--- config.mk ---
export PLATFORM = sky130hd
export DESIGN_NAME = hamming_dec_pipe
export DESIGN_NICKNAME = d
export VERILOG_FILES = /design/src/rtl/hamming_pkg.sv /design/src/rtl/hamming_syn_calc.sv /design/src/rtl/hamming_dec_pipe.sv
export SDC_FILE = /design/constraint.sdc
export NUM_CORES = 1
export LEC_CHECK = 0
export CAP_MARGIN = 10
export CORE_MARGIN = 3
export CORE_UTILIZATION = 51
export DETAILED_ROUTE_END_ITERATION = 16
export HOLD_SLACK_MARGIN = 0.12
export PLACE_DENSITY = 0.8
export SLEW_MARGIN = 20
export SYNTH_ARGS = -nofsm -noshare
export SYNTH_HDL_FRONTEND = slang
export SYNTH_SLANG_ARGS = --single-unit
--- constraint.sdc ---
create_clock -name clk -period 2.45 [get_ports clk]
set_input_delay 0.49 -clock clk [delete_from_list [all_inputs] [get_ports clk]]
set_output_delay 0.49 -clock clk [all_outputs]
set_load 0.03 [all_outputs]
--- src/rtl/hamming_pkg.sv ---
// Shared Hamming helpers: parity-width sizing and positional data-bit mapping.
// Used by the pipelined decoder and the future encoder.
package hamming_pkg;

    // Smallest r with 2^r >= k + r + 1.
    function automatic int par_w(input int k);
        int r;
        r = 32'sd1;
        while ((32'sd1 << r) < (k + r + 32'sd1)) begin
            r = r + 32'sd1;
        end
        return r;
    endfunction

    function automatic bit is_pow2(input int p);
        return (p > 32'sd0) && ((p & (p - 32'sd1)) == 32'sd0);
    endfunction

    // Position (1-based) of data bit idx: the idx-th non-power-of-two position.
    function automatic int data_pos(input int idx);
        int cnt;
        int pos;
        cnt = 32'sd0;
        pos = 32'sd0;
        for (int p = 32'sd1; p <= (32'sd2 * idx + 32'sd3); p++) begin
            if (!is_pow2(p) && (pos == 32'sd0)) begin
                if (cnt == idx) begin
                    pos = p;
                end else begin
                    cnt = cnt + 32'sd1;
                end
            end
        end
        return pos;
    endfunction

endpackage

--- src/rtl/hamming_syn_calc.sv ---
// Combinational syndrome generator for a positional Hamming codeword.
// With HAMMING_DED_EN defined it also reports the overall parity check.
module hamming_syn_calc
    import hamming_pkg::*;
#(
    parameter int DATA_W = 4,
    parameter int PAR_W  = 3,
    parameter int CODE_W = DATA_W + PAR_W
) (
    input  logic [CODE_W-1:0] code,
`ifdef HAMMING_DED_EN
    output logic              par_err,
`endif
    output logic [PAR_W-1:0]  syn
);

    localparam int N = DATA_W + PAR_W;

    // Syndrome is the XOR of the indices of all set positions.
    always_comb begin
        syn = {PAR_W{1'b0}};
        for (int p = 1; p <= N; p++) begin
            if (code[p-1]) begin
                syn = syn ^ PAR_W'(p);
            end else begin
                syn = syn;
            end
        end
    end

`ifdef HAMMING_DED_EN
    assign par_err = ^code;
`endif

endmodule

--- src/rtl/hamming_dec_pipe.sv ---
// Two-stage pipelined Hamming SEC decoder with valid/ready and saturating error counters.
// Define HAMMING_DED_EN for SECDED (extra overall-parity bit at in_code[CODE_W-1]).
module hamming_dec_pipe
    import hamming_pkg::*;
#(
    parameter int DATA_W = 4,
    parameter int CNT_W  = 16,
    localparam int PAR_W = par_w(DATA_W),
`ifdef HAMMING_DED_EN
    localparam int CODE_W = DATA_W + PAR_W + 1
`else
    localparam int CODE_W = DATA_W + PAR_W
`endif
) (
    input  logic              clk,
    input  logic              rst_n,
    input  logic              in_valid,
    output logic              in_ready,
    input  logic [CODE_W-1:0] in_code,
    output logic              out_valid,
    input  logic              out_ready,
    output logic [DATA_W-1:0] out_data,
    output logic [PAR_W-1:0]  out_syndrome,
    output logic              out_corr,
    output logic              out_unc,
    input  logic              clr_cnt,
    output logic [CNT_W-1:0]  corr_cnt,
    output logic [CNT_W-1:0]  unc_cnt
);

    localparam int N = DATA_W + PAR_W;
    localparam logic [CNT_W-1:0] CNT_MAX = {CNT_W{1'b1}};

    logic [PAR_W-1:0]  syn_s;
    logic [DATA_W-1:0] raw_data_s, fixed_data_s;
    logic              s1_load_s, s2_load_s, out_hs_s;
    logic              in_range_s, flip_s, corr_s, unc_s;

    logic              s1_v_q, s1_v_d;
    logic [DATA_W-1:0] s1_data_q, s1_data_d;
    logic [PAR_W-1:0]  s1_syn_q, s1_syn_d;
    logic              out_valid_q, out_valid_d;
    logic [DATA_W-1:0] out_data_q, out_data_d;
    logic [PAR_W-1:0]  out_syndrome_q, out_syndrome_d;
    logic              out_corr_q, out_corr_d, out_unc_q, out_unc_d;
    logic [CNT_W-1:0]  corr_cnt_q, corr_cnt_d, unc_cnt_q, unc_cnt_d;

`ifdef HAMMING_DED_EN
    logic par_err_s, s1_perr_q, s1_perr_d;

    hamming_syn_calc #(.DATA_W(DATA_W), .PAR_W(PAR_W), .CODE_W(CODE_W)) u_syn (
        .code(in_code), .par_err(par_err_s), .syn(syn_s)
    );
`else
    hamming_syn_calc #(.DATA_W(DATA_W), .PAR_W(PAR_W), .CODE_W(CODE_W)) u_syn (
        .code(in_code), .syn(syn_s)
    );
`endif

    // A stage loads when empty or when its downstream stage loads.
    assign s2_load_s = s1_v_q & (~out_valid_q | out_ready);
    assign in_ready  = ~s1_v_q | ~out_valid_q | out_ready;
    assign s1_load_s = in_valid & in_ready;
    assign out_hs_s  = out_valid_q & out_ready;

    // Gather the data bits out of their non-power-of-two positions.
    always_comb begin
        raw_data_s = {DATA_W{1'b0}};
        for (int i = 0; i < DATA_W; i++) begin
            raw_data_s[i] = in_code[data_pos(i) - 1];
        end
    end

    // S1 next state.
    always_comb begin
        s1_v_d    = s1_v_q;
        s1_data_d = s1_data_q;
        s1_syn_d  = s1_syn_q;
`ifdef HAMMING_DED_EN
        s1_perr_d = s1_perr_q;
`endif
        if (s1_load_s) begin
            s1_v_d    = 1'b1;
            s1_data_d = raw_data_s;
            s1_syn_d  = syn_s;
`ifdef HAMMING_DED_EN
            s1_perr_d = par_err_s;
`endif
        end else if (s2_load_s) begin
            s1_v_d = 1'b0;
        end else begin
            s1_v_d = s1_v_q;
        end
    end

    // Classify the S1 word; a syndrome beyond the last position cannot be corrected.
    always_comb begin
        in_range_s = 1'b0;
        flip_s     = 1'b0;
        corr_s     = 1'b0;
        unc_s      = 1'b0;
        for (int p = 1; p <= N; p++) begin
            if (s1_syn_q == PAR_W'(p)) begin
                in_range_s = 1'b1;
            end else begin
                in_range_s = in_range_s;
            end
        end
`ifdef HAMMING_DED_EN
        if (s1_syn_q == {PAR_W{1'b0}}) begin
            corr_s = s1_perr_q;
        end else if (s1_perr_q && in_range_s) begin
            flip_s = 1'b1;
            corr_s = 1'b1;
        end else begin
            unc_s = 1'b1;
        end
`else
        if (s1_syn_q == {PAR_W{1'b0}}) begin
            corr_s = 1'b0;
        end else if (in_range_s) begin
            flip_s = 1'b1;
            corr_s = 1'b1;
        end else begin
            unc_s = 1'b1;
        end
`endif
    end

    // Flip the data bit whose position the syndrome names.
    always_comb begin
        fixed_data_s = s1_data_q;
        for (int i = 0; i < DATA_W; i++) begin
            fixed_data_s[i] = s1_data_q[i] ^ (flip_s && (s1_syn_q == PAR_W'(data_pos(i))));
        end
    end

    // S2 (output) next state; outputs hold while stalled.
    always_comb begin
        out_valid_d    = out_valid_q;
        out_data_d     = out_data_q;
        out_syndrome_d = out_syndrome_q;
        out_corr_d     = out_corr_q;
        out_unc_d      = out_unc_q;
        if (s2_load_s) begin
            out_valid_d    = 1'b1;
            out_data_d     = fixed_data_s;
            out_syndrome_d = s1_syn_q;
            out_corr_d     = corr_s;
            out_unc_d      = unc_s;
        end else if (out_ready) begin
            out_valid_d = 1'b0;
        end else begin
            out_valid_d = out_valid_q;
        end
    end

    // Counters advance on the output handshake; clear has priority.
    always_comb begin
        corr_cnt_d = corr_cnt_q;
        unc_cnt_d  = unc_cnt_q;
        if (clr_cnt) begin
            corr_cnt_d = {CNT_W{1'b0}};
            unc_cnt_d  = {CNT_W{1'b0}};
        end else begin
            if (out_hs_s && out_corr_q && (corr_cnt_q != CNT_MAX)) begin
                corr_cnt_d = corr_cnt_q + {{(CNT_W-1){1'b0}}, 1'b1};
            end else begin
                corr_cnt_d = corr_cnt_q;
            end
            if (out_hs_s && out_unc_q && (unc_cnt_q != CNT_MAX)) begin
                unc_cnt_d = unc_cnt_q + {{(CNT_W-1){1'b0}}, 1'b1};
            end else begin
                unc_cnt_d = unc_cnt_q;
            end
        end
    end

    // Pipeline and counter registers.
    always_ff @(posedge clk or negedge rst_n) begin
        if (!rst_n) begin
            s1_v_q         <= 1'b0;
            s1_data_q      <= {DATA_W{1'b0}};
            s1_syn_q       <= {PAR_W{1'b0}};
`ifdef HAMMING_DED_EN
            s1_perr_q      <= 1'b0;
`endif
            out_valid_q    <= 1'b0;
            out_data_q     <= {DATA_W{1'b0}};
            out_syndrome_q <= {PAR_W{1'b0}};
            out_corr_q     <= 1'b0;
            out_unc_q      <= 1'b0;
            corr_cnt_q     <= {CNT_W{1'b0}};
            unc_cnt_q      <= {CNT_W{1'b0}};
        end else begin
            s1_v_q         <= s1_v_d;
            s1_data_q      <= s1_data_d;
            s1_syn_q       <= s1_syn_d;
`ifdef HAMMING_DED_EN
            s1_perr_q      <= s1_perr_d;
`endif
            out_valid_q    <= out_valid_d;
            out_data_q     <= out_data_d;
            out_syndrome_q <= out_syndrome_d;
            out_corr_q     <= out_corr_d;
            out_unc_q      <= out_unc_d;
            corr_cnt_q     <= corr_cnt_d;
            unc_cnt_q      <= unc_cnt_d;
        end
    end

    assign out_valid    = out_valid_q;
    assign out_data     = out_data_q;
    assign out_syndrome = out_syndrome_q;
    assign out_corr     = out_corr_q;
    assign out_unc      = out_unc_q;
    assign corr_cnt     = corr_cnt_q;
    assign unc_cnt      = unc_cnt_q;

endmodule

# Yosys cells after proc, flatten, opt, wreduce, memory -nomap -nowiden
# Index checks and enable logic that the tools add are counted.
# word_totals
regBits,50
in_bits,12
out_inout_bits,43
word_cells,78
# classes
add_sub_neg,2
n_eq_ne,9
mux,26
bitwise_logic,18
reduce_logical,13
# ops
op,n
2-to-1 mux 16 bit,4
adder 16 x 1 -> 16 bit (second input constant),2
!= test 16 bit (second input constant),2
2-to-1 mux 1 bit,16
== test 3 bit (second input constant),4
2-to-1 mux 3 bit,4
logical AND 1 bit,8
nonzero test 2 bit,4
== test 3 x 2 -> 1 bit (second input constant),2
inverter 2 bit,3
2-to-1 mux 2 bit,2
bitwise XOR 1 bit,4
AND 1 bit,3
== test 3 x 1 -> 1 bit (second input constant),1
zero test 3 bit,1
inverter 3 bit,1
bitwise OR 1 bit,3
inverter 1 bit,2
inverter 1 bit (first input constant),2

# Longest topological paths before layout
# Gate-level depths: netlist of the first run.
# depth
ltp_word,12
mapped_depth,6
ltp_nobuf,5

# Modules after synthesis
# From an unflattened synthesis of the first run, not the netlist that was laid out.
# unflattened
cells_unflattened,259
area_unflattened_um2,2562.5
# by_module_without_submodules
module,instances,cells_per_inst,area_per_inst_um2,seq_area_each_um2
hamming_dec_pipe,1,251,2492.4,1251.2
hamming_syn_calc,1,8,70.1,0.0

# Worst setup path after synthesis of the first run
# OpenSTA, ideal clock, no wires.
# synth_timing
path_type,register to register
start,register corr_cnt_q[0] (netlist: corr_cnt[0])
end,register corr_cnt_q[12] (netlist: corr_cnt[12])
setup_time_ps,78
arrival_time_ps,2038
t_required_ps,2372
setup_slack_ps,334
path_stages_with_launch,6
n_path_buf,0
synth_period_minus_slack_ps,2116
cell_sequence,dfrtp_1 ha_1 nand4_1 or3_1 or4_1 a21oi_1
# synth_via
elab_chain_len,3
elab_cells_between_ends,6
cone_classes,1 x add/sub; 1 x eq/ne; 2 x mux; 2 x reduce/logical
# synth_lines
element,line_no,text
from (decl),hamming_dec_pipe.sv:46,"logic [CNT_W-1:0] corr_cnt_q, corr_cnt_d, unc_cnt_q, unc_cnt_d;"
from (signal assigned),hamming_dec_pipe.sv:193,corr_cnt_q <= {CNT_W{1'b0}};
from (signal assigned),hamming_dec_pipe.sv:207,corr_cnt_q <= corr_cnt_d;
adder 16 x 1 -> 16 bit / != test 16 bit (equally long branches),"hamming_dec_pipe.sv:167, hamming_dec_pipe.sv:166",
2-to-1 mux 16 bit / logical AND 1 bit (equally long branches),hamming_dec_pipe.sv:166,if (out_hs_s && out_corr_q && (corr_cnt_q != CNT_MAX)) begin
2-to-1 mux 16 bit / nonzero test 2 bit (equally long branches),--,
# Several ways; a longest one is shown, not always the timed one. The select of a mux whose other input is x is not followed.
# A chain may end at the register's enable or synchronous reset.

# Final worst setup path of the first run
# layout_timing
start,input port out_ready
end,output port in_ready
# layout_via
elab_chain_len,1
# layout_lines
element,line_no,text
from (decl),hamming_dec_pipe.sv:21,"input logic out_ready,"
bitwise OR 1 bit,hamming_dec_pipe.sv:62,assign in_ready = ~s1_v_q | ~out_valid_q | out_ready;
to (decl),hamming_dec_pipe.sv:18,"output logic in_ready,"
# No other way between the ends.

==> metrics.md, run 1 <==
| Metric | Value |
|---|---|
| Worst Setup End Kind | `output port` |
| Slew Limit Fails | `0` |
| Cell area after layout | `roughly 3400 sq um` |
| Core Area | `about 4800 sq um` |
| Crit path kind | `in2out` |
| Post-synthesis cell count | `265` |
| Worst Skew | `0.00549 ns` |
| Commonest non-fill, non-tap cell in the layout | `clkdlybuf4s50_1` |
| Synth-to-Final Area Change | `32.3%` |
| Initial DRC count | `149` |
| Int Power | `about 0.0015 W` |
| Logic gate share of total power | `18.0%` |
| Worst slew pin tran | `0.865 ns` |
| Grt total ovfl | `0` |
| Leading register cell type out of synthesis | `dfrtp_1` |
| Core Rows | `25` |
| Sequential share of the synthesized area | `48.5%` |
| Initial antenna violation count | `0` |
| Pre-Repair DR Iteration Count | `4` |
| Post-synth ARST share | `100%` |
| Critical Path Source Type | `input pin` |
| Overall Global Routing Usage | `between 20% and 30%` |
| Layout fillers | `400` |
| Syn nets | `279` |
| Routed via count | `roughly 2300` |
| Hold WS | `between 0.2 and 0.3 ns` |
| Leading post-synthesis cells by cell area | `dfrtp_1 48%, a21oi_1 4.8%, mux2_2 4.4%` |
| Mapped Area | `2580 sq um` |
| Sw Share | `between 20% and 30%` |
| Worst EP required | `~2.0 ns` |
| Placed instance area | `3270 sq um` |
| Via density | `5.86` |
| Period utilisation layout | `between 90 and 100%` |
| Post-Route WL | `6050 um` |
| HPWL after detailed placement | `about 4300 um` |
| Gp weighted congestion | `0.844` |
| Status | `finished clean` |
| CTS buffer count | `5` |
| Cell taking the most area after synthesis | `dfrtp_1` |
| Power share of the sequential group | `46.7%` |
| Die height | `between 70 and 80 um` |
| Crit-path max FO | `5` |
| Layout cell share with drive strength beyond 1 | `12.7%` |
| Initial core utilization | `a little over half` |
| Final TNS setup | `0 ns` |
| Synth unique cells | `37` |
| RSZ-0062 raised after global routing | `no` |
| Skew-Pair Late Insertion Delay | `0.31 ns` |
| First-pass GRT wire length | `10400 um` |
| Wirelength per Cell | `15.2 um` |
| Final setup violation count | `0` |
| Pleak | `~1.3 nW` |
| Post-CTS sizing | `0` |
| Worst EP arrival | `1.91 ns` |
| CTS clock-pin slew for the worst setup and hold paths | `approximately 0.090 ns` |
| Commonest non-fill, non-tap cells in the layout | `53 x clkdlybuf4s50_1, 50 x dfrtp_1, 25 x a21oi_1` |
| CTS tree | `yes` |
| Die X | `77.1 um` |
| Total power per unit cell area | `596 nW/um^2` |
| F_max | `roughly 0.42 GHz` |
| Clk network pwr share | `~35%` |
| Ant diodes | `0` |
| Drt drc | `0` |
| Input/output buffers | `54` |
| Hold Buf Count CTS | `0` |
| Slew HR | `42.4%` |
| Reported net switching power | `0.000545 W` |
| Synth warnings | `0` |
| Yosys top cell area share | `between 40 and 50%` |
| Syn_area_per_cell | `9.74 sq um` |
| Clock root buffer | `clkbuf_8` |
| Vias in the first global route | `2283` |
| ANT nets after route | `0` |
| Worst vdd ir | `0.000394 V` |
| Ports | `55` |
| Largest net degree at the start of global routing | `40` |
| Hold crit path type | `in2async` |
| Final Hold Vio Count | `0` |
| Clock Sinks | `50` |
| Clk buf depth | `2` |
| CTS H-tree lvls | `2` |
| Die area | `5950 sq um` |
| Post-CTS setup buffer count | `0` |
| Number of synthesized flops with an enable pin | `0` |
| Synth Register Bits | `50` |
| Nets@finish | `343` |
| Final min period | `about 2.4 ns` |
| Max-Cap Viols | `0` |
-- sequential cells by signal (all words and copies together), names as in the netlist --
signal,flops
out_corr,1
s1_v_q,1
out_unc,1
s1_data_q,4
s1_syn_q,3
out_syndrome,3
unc_cnt,16
corr_cnt,16
out_data,4
out_valid,1
-- power groups by stage --
stage          clock (W)  sequential, W  combinational [W]
6_report        0.000720       0.000950           0.000366
5_1_grt         0.000757       0.000960           0.000397
4_1_cts         0.000720       0.000950           0.000371
3_5_place_dp           0       0.000966           0.000371
3_3_place_gp           0       0.000964           0.000363
2_1_floorplan          0        0.00104           0.000120
-- metrics by stage --
stage                     instances  setup WS [ns]  power, W  util, %
after floorplan                 265          0.334   0.00116        -
after global placement          389         0.0104   0.00133     67.9
after detailed placement        389        -0.0850   0.00134     67.9
after CTS                       397         0.0572   0.00204     70.9
after global routing            397        0.00516   0.00211     70.9
final                           397         0.0526   0.00204     70.9
-- area by class of cell --
cell class	count	area, sq um	share of cell area (%)
clock buffers	6	82.6	2.42
clock inverters	2	60.1	1.76
inverters	8	30.0	0.879
multi-input cells	195	1260	36.9
flip-flops and latches	50	1250	36.6
well taps	67	83.8	2.45
repair buffers	69	648	19.0
-- synthesized netlist by cell type (2+ instances only) --
cell type	number
and4_1	3
nor2_1	11
nor4_1	5
a21oi_1	25
nand3b_1	2
mux2_2	10
nand4_1	14
xor2_1	4
nor3_1	4
clkbuf_1	10
mux2_1	2
xnor2_1	9
o31ai_1	14
ha_1	2
nand3_1	9
nand2_1	21
or3_1	9
nor2b_1	4
dfrtp_1	50
inv_1	8
o21ai_0	17
or4_1	15
nand2b_1	3
-- per-layer routing --
metal	track usage [%]	wire [um]	up-vias
met1	26.6	2640	1132
met5	0	0	-
met2	37.0	3040	65
met4	5.52	60	0
met3	4.93	318	6
li1	-	-	1124
-- final timing paths --
check	from	cells past startpoint	to	slack, ns
min reg2reg	out_data[1]	2	out_data[1]	0.49
min	rst_n	1	corr_cnt[5]	0.29
max reg2reg	unc_cnt[0]	5	unc_cnt[14]	0.40
min in group clk	out_data[1]	2	out_data[1]	0.49
max	out_ready	3	in_ready	0.05
max in group asynchronous	rst_n	2	unc_cnt[8]	1.52
-- critical path, stage by stage --
cell             delay [ns]
clkdlybuf4s50_1        0.53
nand3b_1               0.18
clkdlybuf4s50_1        0.70
-- cell families (layout without fill, tap and decap cells) --
family	count (synthesis)	after routing	share of synthesized area [%]
xor gates and xnor gates	13	13	4.41
buffers and inverters	20	85	2.96
AOI/OAI and AO/OA	60	60	13.8
DFF	50	50	48.5
and+or+nand+nor	108	108	24.2
adders and majority gates	2	2	0.969
muxes	12	12	5.24
Power figures use the tool's default switching activity.
==> run 2, diff against run 1 <==
CORE_MARGIN = default   (was 3)
==> run 2 against run 1 <==
Via count shrank 2.0%. Critical path type unchanged. Critical endpoint unchanged. Clock power is 37% lower. Largest cell class unchanged. Register-to-register slack gained 0.03 ns.
==> metrics.md, run 2 (synthesized netlist as in run 1, its figures left out) <==
| Metric | Value |
|---|---|
| Commonest non-fill, non-tap cell in the layout | `clkdlybuf4s50_1` |
| Final setup violation count | `0 (unchanged)` |
| Pleak | `1.25 nW (-3.2%)` |
| Critical Path Max Stage Delay | `0.69 ns (about the same)` |
| Cell area after layout | `3330 sq um (-2.5%)` |
| Largest net degree at the start of global routing | `39 (-2.5%)` |
| Gp weighted congestion | `0.794 (-5.9%)` |
| Commonest non-fill, non-tap cells in the layout | `53 x clkdlybuf4s50_1, 50 x dfrtp_1, 25 x a21oi_1` |
| Total power per unit cell area | `532 nW/um^2 (-11%)` |
| R2R depth | `6 (+1)` |
| Hold Buf Count CTS | `0 (unchanged)` |
| ANT nets after route | `0 (unchanged)` |
| Met3 usage in global routing | `5.39% (+0.46 points)` |
| Final min period | `2.39 ns (-0.00242 ns)` |
| Hold crit path type | `in2async` |
| Status | `finished clean` |
| Worst Setup End Kind | `output port` |
| Grt total ovfl | `0 (unchanged)` |
| Initial antenna violation count | `0 (unchanged)` |
| Cell Chain, Critical Path | `clkdlybuf4s50_1 -> nand3b_1 -> clkdlybuf4s50_1` |
| Post-CTS setup buffer count | `0 (unchanged)` |
| CTS clock-pin slew for the worst setup and hold paths | `0.09 ns (about the same)` |
| Die X | `73.1 um (-5.2%)` |
| Area of the multi-input gates | `1260 sq um (unchanged)` |
| Period utilisation layout | `97.8% (-0.099 points)` |
| F_max | `0.418 GHz (+0.10%)` |
| Clock root buffer | `clkbuf_8` |
| Reg2Reg Setup Slack | `0.43 ns (+0.03 ns)` |
| Initial DRC count | `103 (-31%)` |
| Layout cell share with drive strength beyond 1 | `11.7% (-1.1 points)` |
| Wirelength per Cell | `14.3 um (-6.0%)` |
| Final Hold Vio Count | `0 (unchanged)` |
| Critical Path Source Type | `input pin` |
| Worst Skew | `0.00932 ns (+0.00383 ns)` |
| Crit path top cell by count | `clkdlybuf4s50_1` |
| Input/output buffers | `54 (unchanged)` |
| Skew-Pair Late Insertion Delay | `0.30 ns (about the same)` |
| HPWL after detailed placement | `4020 um (-6.8%)` |
| Pre-Repair DR Iteration Count | `4 (unchanged)` |
| Clk buf depth | `2 (unchanged)` |
| Via density | `5.80 (-0.98%)` |
| Ports | `55 (unchanged)` |
| Worst vdd ir | `0.000456 V (+16%)` |
| Critical-path top delay cell | `clkdlybuf4s50_1` |
| Synth-to-Final Area Change | `29.0%` |
| Post-CTS sizing | `0 (unchanged)` |
| FF/Latch Area | `1250 sq um (unchanged)` |
| Routed via count | `2281 (-2.0%)` |
| Die area | `5350 sq um (-10%)` |
| Initial core utilization | `53.9% (+0.35 points)` |
| CTS buffer count | `5 (unchanged)` |
| CTS tree | `yes` |
| Total power | `0.00177 W (-13%)` |
| Clock Sinks | `50 (unchanged)` |
| Overall Global Routing Usage | `22.6% (+1.3 points)` |
| Die height | `73.1 um (-5.2%)` |
| Final design utilization | `69.6% (-1.3 points)` |
| First-pass GRT wire length | `9280 um (-11%)` |
| Worst EP required | `1.96 ns (about the same)` |
| Worst EP arrival | `1.90 ns (about the same)` |
| Vias in the first global route | `2027 (-11%)` |
| Crit-path max FO | `5 (unchanged)` |
| RSZ-0062 raised after global routing | `no` |
| Critical Path Start | `out_ready` |
| Layout fillers | `388 (-3.0%)` |
| Core Area | `4790 sq um (-0.65%)` |
| Ant diodes | `0 (unchanged)` |
| Worst r2r dst | `unc_cnt[14]` |
| Nets@finish | `340 (-0.87%)` |
| Worst slew pin tran | `0.848 ns (-0.0163 ns)` |
| Max-Cap Viols | `0 (unchanged)` |
| Slew HR | `43.4% (+1.1 points)` |
| Reg-to-Reg Start | `unc_cnt[0]` |
| CTS H-tree lvls | `2 (unchanged)` |
| Placed instance area | `3250 sq um (-0.69%)` |
| Core Rows | `25 (unchanged)` |
| Drt drc | `0 (unchanged)` |
| Crit path kind | `in2out` |
| Met2 Usage GRT | `36.8% (-0.13 points)` |
| Slew Limit Fails | `0 (unchanged)` |
| Post-Route WL | `5630 um (-7.0%)` |
| GR Util met1 | `29.1% (+2.5 points)` |
| Top Usage Layer GRT | `met2` |
-- run 2: per-layer routing --
metal  routed length, um  share of wire, %
met3                 289               5.1
met1                2530                45
met2                2750                49
met5                   0                 0
met4                  52              0.92
-- run 2: cell type report --
class	instances	area share [%]
Timing Repair Buffer	66	18.8
Clock inverter	2	0.301
Sequential cell	50	37.6
Multi-Input combinational cell	195	37.8
Clock buffer	5	2.07
Inverter	8	0.902
Tap cell	67	2.52
-- run 2: through the flow --
stage                     setup WS [ns]  instances  setup TNS (ns)  hold WS [ns]
after global routing             0.0391        393               0         0.370
after floorplan                   0.334        265               0         0.194
final                            0.0551        393               0         0.287
after CTS                        0.0578        393               0         0.302
after detailed placement        -0.0317        386         -0.0804         0.471
after global placement           0.0228        386               0         0.461
-- run 2: worst max-delay path by stage --
stage              endpoint  slack, ns  depth (start not counted)
2_1_floorplan  corr_cnt[12]       0.33                          5
3_3_place_gp   corr_cnt[13]       0.02                          5
3_5_place_dp   corr_cnt[15]      -0.03                          5
4_1_cts            in_ready       0.06                          3
5_1_grt            in_ready       0.04                          3
6_report           in_ready       0.06                          3
-- run 2: critical path, delay by kind of cell --
kind / cells / cell delay, ns
AND/OR/NAND/NOR: 1 / 0.19
buffers and inverters: 2 / 1.23
-- run 2: where the power goes --
group | internal, W | switching [W] | total (W)
registers | 0.000890 | 0.0000548 | 0.000945
logic | 0.000165 | 0.000204 | 0.000368
clock network | 0.000192 | 0.000264 | 0.000456
total | 0.00125 | 0.000523 | 0.00177
